<file path="src/rtl/rr_grant_arbiter_4_pkg.sv">
// Shared definitions for the 4-source round-robin grant arbiter:
// width constants, FSM state encoding and the rotating first-set-bit helper.
package rr_grant_arbiter_4_pkg;

  localparam int unsigned ARB_N = 4;
  localparam int unsigned ARB_W = 2;

  typedef enum logic {
    StIdle,
    StGrant
  } arb_state_e;

  // One-hot of the first set bit of vec, searching ptr, ptr+1, ... modulo ARB_N.
  function automatic logic [ARB_N-1:0] first_from_ptr(input logic [ARB_N-1:0] vec,
                                                      input logic [ARB_W-1:0] ptr);
    logic [ARB_N-1:0] onehot;
    logic             found;
    logic [ARB_W-1:0] idx;
    onehot = '0;
    found  = 1'b0;
    for (int unsigned i = 0; i < ARB_N; i++) begin
      idx = ptr + ARB_W'(i);
      if (!found && vec[idx]) begin
        onehot[idx] = 1'b1;
        found       = 1'b1;
      end
    end
    return onehot;
  endfunction

endpackage

</file>
<file path="src/rtl/rr_grant_arbiter_4_pick.sv">
// Combinational round-robin pick: rotate pending so ptr sits at bit 0,
// take the lowest set bit, then rotate the one-hot back.
module rr_pick_4
  import rr_grant_arbiter_4_pkg::*;
(
  input  logic [ARB_N-1:0] pending,
  input  logic [ARB_W-1:0] ptr,
  output logic [ARB_N-1:0] pick,
  output logic             pick_valid
);

  logic [2*ARB_N-1:0] rot_dbl;
  logic [2*ARB_N-1:0] unrot_dbl;
  logic [ARB_N-1:0]   rotated;
  logic [ARB_N-1:0]   prio;

  always_comb begin
    rot_dbl    = {pending, pending} >> ptr;
    rotated    = rot_dbl[ARB_N-1:0];
    prio       = first_from_ptr(rotated, '0);
    unrot_dbl  = {prio, prio} << ptr;
    pick       = unrot_dbl[2*ARB_N-1:ARB_N];
    pick_valid = |pending;
  end

endmodule

</file>
<file path="src/rtl/rr_grant_arbiter_4.sv">
// Round-robin arbiter over four sticky request bits, presenting a registered
// one-hot grant held under a valid/ready handshake.
module rr_grant_arbiter_4
  import rr_grant_arbiter_4_pkg::*;
#(
  parameter int unsigned N         = ARB_N,
  parameter int unsigned PRIO_INIT = 0
) (
  input  logic         clk,
  input  logic         rst,
  input  logic [N-1:0] req_in,
  output logic [N-1:0] grant,
  output logic         grant_valid,
  input  logic         grant_ready,
  output logic [N-1:0] pending,
  output logic         dropped
);

  localparam logic [ARB_W-1:0] PtrInit = ARB_W'(PRIO_INIT);

  arb_state_e       state_q, state_d;
  logic [N-1:0]     pending_q, pending_d;
  logic [N-1:0]     grant_q, grant_d;
  logic [ARB_W-1:0] ptr_q, ptr_d;
  logic             dropped_q, dropped_d;

  logic [N-1:0]     pick;
  logic             pick_valid;
  logic             accept;
  logic [N-1:0]     clear;
  logic [ARB_W-1:0] grant_idx;

  rr_pick_4 u_pick (
    .pending   (pending_q),
    .ptr       (ptr_q),
    .pick      (pick),
    .pick_valid(pick_valid)
  );

  always_comb begin
    grant_idx = '0;
    for (int unsigned i = 0; i < N; i++) begin
      if (grant_q[i]) grant_idx = ARB_W'(i);
    end
  end

  always_comb begin
    accept    = (state_q == StGrant) && grant_ready;
    clear     = accept ? grant_q : '0;
    // A fresh request on the bit being cleared re-arms it rather than dropping.
    pending_d = (pending_q & ~clear) | req_in;
    dropped_d = |(req_in & pending_q & ~clear);

    state_d = state_q;
    grant_d = grant_q;
    ptr_d   = ptr_q;
    unique case (state_q)
      StIdle: begin
        if (pick_valid) begin
          grant_d = pick;
          state_d = StGrant;
        end
      end
      StGrant: begin
        if (accept) begin
          grant_d = '0;
          ptr_d   = grant_idx + 1'b1;
          state_d = StIdle;
        end
      end
      default: begin
        grant_d = '0;
        state_d = StIdle;
      end
    endcase
  end

  always_ff @(posedge clk) begin
    if (rst) begin
      state_q   <= StIdle;
      pending_q <= '0;
      grant_q   <= '0;
      ptr_q     <= PtrInit;
      dropped_q <= 1'b0;
    end else begin
      state_q   <= state_d;
      pending_q <= pending_d;
      grant_q   <= grant_d;
      ptr_q     <= ptr_d;
      dropped_q <= dropped_d;
    end
  end

  assign grant       = grant_q;
  assign grant_valid = (state_q == StGrant);
  assign pending     = pending_q;
  assign dropped     = dropped_q;

endmodule

</file>
<file path="config.mk">
export PLATFORM = sky130hd
export DESIGN_NAME = rr_grant_arbiter_4
export DESIGN_NICKNAME = d
export VERILOG_FILES = /design/src/rtl/rr_grant_arbiter_4_pkg.sv /design/src/rtl/rr_grant_arbiter_4_pick.sv /design/src/rtl/rr_grant_arbiter_4.sv
export SDC_FILE = /design/constraint.sdc
export NUM_CORES = 1
export LEC_CHECK = 0
export ABC_AREA = 1
export CAP_MARGIN = 40
export CORE_MARGIN = 5
export CORE_UTILIZATION = 44
export CTS_CLUSTER_SIZE = 14
export DETAILED_ROUTE_END_ITERATION = 10
export PLACE_DENSITY_LB_ADDON = 0.08
export SETUP_SLACK_MARGIN = 0.02
export SLEW_MARGIN = 5
export SYNTH_ARGS = -nofsm -noshare
export SYNTH_HDL_FRONTEND = slang
export SYNTH_HIERARCHICAL = 1
export SYNTH_SLANG_ARGS = --single-unit
</file>
<file path="constraint.sdc">
create_clock -name clk -period 1.4 [get_ports clk]
set_clock_uncertainty 0.1 [all_clocks]
set_input_delay 0.28 -clock clk [delete_from_list [all_inputs] [get_ports clk]]
set_output_delay 0.28 -clock clk [all_outputs]
set_load 0.05 [all_outputs]
</file>
==> flow_summary.toml, run 1 <==
[run_status]
status = "complete, but fails checks"
violations = "setup timing"

[route]
vias = 882
ant_nets = 0
viasPerCell = 4.873
drt_pass1_iterations = 4
drc_errors = 0
routed_wl_um = 2083
routedWlPerCell_um = 11.51
dr.first_iter.drc_count = 14

[global_route]
grt_pass1_wl_um = 3712
grt_max_degree = 9
grt_antenna_before_repair = 0
overflow = 0
grt_pass1_vias = 903
grt.total_usage_pct = 18.04

[clocking]
numCtsBuffers = 3
cts_tree = "done"
htree_levels = 1
cts_max_path_buffers = 2
cts.sinks = 12
clock_latency_ps = 280
clk_pin_slew_ps = 80
cts-root-buf = "clkbuf_4"

[finish]
finish.utilization_pct = 74.07
layout_commonest_cell = "nand2_1"
drive_above_1_share_pct = 43.59
nets = 164
n_fill_cell = 135
area.growth.synth_to_final_pct = 60.48
diodes = 0
fin_area_sq_um = 1265
mostFrequentLayoutCells = "nand2_1, buf_4, nand3_1"

[synthesis]
yosysTopAreaCellShare_pct = 30.48
ys.flop_type = "dfxtp_1"
async_reset_ff_share_pct = 0
synth_nets = 129
synth_top_area_cell = "dfxtp_1"
synth-seq-cells = 12
synth_edf_count = 0
syn_inst = 122
synthTopCellsByArea = "dfxtp_1, nand2_1, nand3_1, nand3_2, nand2_2"
syn_area_sq_um = 788.3
yosysSeqAreaShare_pct = 30.48
yosys.cell_types.count = 19
ys_warn_count = 6
avgSynthCellArea_sq_um = 6.461

[place]
place_area_sq_um = 1176
io_buffers = 16
dp_hpwl_um = 1643
routabilityCongestion = 0.8188

[floorplan]
io_pins = 17
core_region_area_sq_um = 1708
dieArea_sq_um = 2738
die_w_um = 52.33
placementRows = 15
start_util_pct = 46.15
die_h_um = 52.33

[timing]
hold_violations = 0
finalCritPeriodShare_pct = 112.2
drv_slew = 0
tns_ps = -571.0
tightest_slew_ps = 225.8
setup_viol = 4
period_needed_ps = 1571
fmax_mhz = 636.7
rsz0062_at_grt = "true"
worst_slack_ps = -170.5
max_slew_margin_pct = 84.92

[power_and_ir_drop]
p_leak_nw = 0.6048
powerDensity_nw_per_um2 = 915.8
power.total_w = 0.001158
ir_drop_mv = 0.7460

[critical_path]
crit_arrival_ps = 1680
end_kind = "register"
crit_path_start_kind = "register"
worst_ep_required_time_ps = 1510
cp_max_fo = 4
crit_type = "register to register"

[worst_hold_path]
holdCritPathClass = "register to register"

[flow_run]
cap_violations = 0
synth_stat cells, types with 2 or more instances:
cell type / number
o21ai_1: 3
nand3_1: 16
nand2_1: 44
a21oi_2: 4
inv_2: 2
a21oi_1: 4
nor2_1: 8
dfxtp_1: 12
inv_1: 8
nand3_2: 5
nand2_2: 7
buf_6: 2
per-layer routing:
metal / vias up / share of wire (%) / GRT usage [%]
met3: 4 / 3.6 / 3.989
met2: 23 / 52 / 32.44
met4: 0 / 1.3 / 5.532
met1: 392 / 43 / 20.90
li1: 463 / - / -
met5: - / 0 / 0
timing repair:
action	CTS	global route
pin swaps	0	2
cloned	0	0
buffers inserted	2	0
setup endpoints to repair	5	5
hold buffers	0	0
resized for setup	6	10
flip-flops by register name, indices dropped and copies added, names as in the netlist:
signal and count:
dropped 1, grant 4, grant_valid 1, pending 4
ptr_q 2
metrics by stage:
stage	setup WS, ps	hold WS (ps)	cells
after floorplan	-132.4	296.1	122
after global placement	-148.2	420.8	175
after detailed placement	-203.2	430.5	175
after CTS	-140.4	445.4	181
after global routing	-214.7	465.5	181
final	-170.5	448.6	181
cell type report:
class / instances / area, sq um / area share (%)
multi-input combinational: 96 / 519.2 / 41.05
timing repair buffer: 33 / 387.9 / 30.66
sequential: 12 / 256.5 / 20.28
inverter: 11 / 43.79 / 3.462
tap: 25 / 31.28 / 2.473
clock buffer: 4 / 26.28 / 2.077
power breakdown:
| group | leakage, nW | switching, W | internal (W) |
|---|---|---|---|
| sequential | 0.102 | 0.0000462 | 0.000372 |
| clock | 0.0150 | 0.000118 | 0.000111 |
| combinational | 0.488 | 0.000279 | 0.000233 |
cells by family (layout without fill, tap and decap cells):
kind of cell           after synthesis  in the layout  share of synthesized area, %
AO/OA/AOI/OAI                       13             13                         10.48
buffers and inverters               14             48                         9.048
flip-flops                          12             12                         30.48
AND/OR/NAND/NOR                     83             83                         50.00
final timing paths:
| path | end | startpoint | slack, ps | cells past startpoint |
|---|---|---|---|---|
| worst max-delay path | grant[0] | pending[0] | -170 | 6 |
| worst min-delay path | grant[1] | grant[1] | 450 | 2 |
| worst max register to register | grant[0] | pending[0] | -170 | 6 |
| worst min register to register | grant[1] | grant[1] | 450 | 2 |
critical path: stages, from the launching register on:
cell	delay, ps
dfxtp_4	360
or4_4	540
inv_2	90
nor2_4	40
nor2_4	130
nand2_2	70
a21oi_2	150
Power figures use the tool's default switching activity.
==> run 2, diff against run 1 <==
CORE_MARGIN = 4   (was 5)
==> flow_summary.toml, run 2 (same netlist as run 1, synthesis figures left out) <==
[route]
dr.first_iter.drc_count = 12
routedWlPerCell_um = 11.75
viasPerCell = 4.866
drc_errors = 0
vias = 871
routed_wl_um = 2104
ant_nets = 0
drt_pass1_iterations = 4

[floorplan]
io_pins = 17
die_h_um = 50.33
core_region_area_sq_um = 1708
placementRows = 15
die_w_um = 50.33
start_util_pct = 46.15
dieArea_sq_um = 2533

[clocking]
cts_max_path_buffers = 2
clock_latency_ps = 280
htree_levels = 1
clk_pin_slew_ps = 70
cts-root-buf = "clkbuf_4"
cts.sinks = 12
hold_buffers = 0
numCtsBuffers = 3
cts_tree = "done"

[critical_path]
cp_slowest_cell = "or4_4"
crit_arrival_ps = 1640
worst_ep_required_time_ps = 1520
cp_slowest_stage_delay_ps = 550
crit_top_cell = "nor2_4"
crit_type = "register to register"
end_kind = "register"
crit_chain = "or4_4 > inv_4 > nor2_4 > nor2_4 > nand2_1 > a21oi_2"
cp_max_fo = 4
crit_path_start_kind = "register"

[run_status]
status = "complete, but fails checks"
violations = "setup timing"

[power_and_ir_drop]
power.total_w = 0.001155
comb_power_share_pct = 44.5
p_sw_share_pct = 38.55
p_leak_nw = 0.5958
powerDensity_nw_per_um2 = 919.8
p_switching_w = 0.0004454
pwr-share-clk_pct = 19.2
seq_power_share_pct = 36.3
ir_drop_mv = 0.7858
power.internal_w = 0.0007100

[global_route]
grtUsageMet3_pct = 1.780
grt_pass1_wl_um = 3429
grt_use_met1_pct = 20.58
grt_antenna_before_repair = 0
grt_max_degree = 9
overflow = 0
grt.total_usage_pct = 17.39
grt_pass1_vias = 831
grtUsageMet2_pct = 29.78
grt.busiest_layer = "met2"

[finish]
diodes = 0
area.growth.synth_to_final_pct = 59.36
mostFrequentLayoutCells = "nand2_1, nand3_1, buf_4"
nets = 162
seq_area_sq_um = 256.5
multi_input_area_sq_um = 519.2
fin_cells = 179
drive_above_1_share_pct = 42.21
layout_commonest_cell = "nand2_1"
n_fill_cell = 126
fin_area_sq_um = 1256

[flow_run]
cap_violations = 0

[timing]
finalCritPeriodShare_pct = 109.1
tightest_slew_ps = 224.1
drv_slew = 0
hold_violations = 0
period_needed_ps = 1527
worst_slack_ps = -127.0
setup_viol = 4
fmax_mhz = 654.9
whs_ps = 450.9
max_slew_margin_pct = 85.04
rsz0062_at_grt = "true"

[place]
routabilityCongestion = 0.8378
io_buffers = 16
dp_cells = 172
dp_hpwl_um = 1610
place_area_sq_um = 1154

[worst_hold_path]
holdCritPathClass = "register to register"
## run 2: final timing paths
kind,cells after the start,slack (ps),to,from
min,2,450,grant[0],grant[0]
max reg2reg,6,-130,grant[3],pending[1]
max,6,-130,grant[3],pending[1]
min reg2reg,2,450,grant[0],grant[0]
## run 2: repair_timing
action | in CTS | in global routing
setup buffers | 1 | 2
endpoints found under the setup margin | 4 | 4
pin swaps | 4 | 12
gates cloned | 0 | 0
gates resized for setup | 9 | 8
## run 2: per-stage QoR
stage	utilization (%)	setup slack [ps]	setup TNS, ps
floorplan	-	-132.4	-528.3
global placement	67.55	-112.8	-481.3
detailed placement	67.55	-164.2	-734.8
CTS	71.14	-111.8	-424.7
global route	73.55	-179.7	-667.4
finish	73.55	-127.0	-453.1
## run 2: area by class of cell
type                            instances  area share (%)
Timing Repair Buffer                   31           29.98
Sequential cell                        12           20.42
Clock inverter                          1          0.2988
Multi-Input combinational cell         96           41.33
Tap cell                               25           2.490
Clock buffer                            3           1.793
Inverter                               11           3.685
## run 2: worst max-delay path, delay by kind of cell, from the launching register on
| kind | cells | cell delay [ps] |
|---|---|---|
| buf+inv | 1 | 70 |
| compound gates | 1 | 130 |
| simple gates | 4 | 810 |
| flops | 1 | 350 |
## run 2: per-layer routing
layer | vias up | share of wire, %
met3 | 5 | 3.2
li1 | 460 | -
met4 | 0 | 2.2
met1 | 390 | 45
met5 | - | 0
met2 | 16 | 50
## run 2: power by group through the flow
stage | clock network [W] | registers, W | logic (W)
floorplan | 0 | 0.000494 | 0.000192
global placement | 0 | 0.000423 | 0.000454
detailed placement | 0 | 0.000424 | 0.000460
CTS | 0.000229 | 0.000419 | 0.000487
global route | 0.000249 | 0.000424 | 0.000547
finish | 0.000222 | 0.000420 | 0.000514
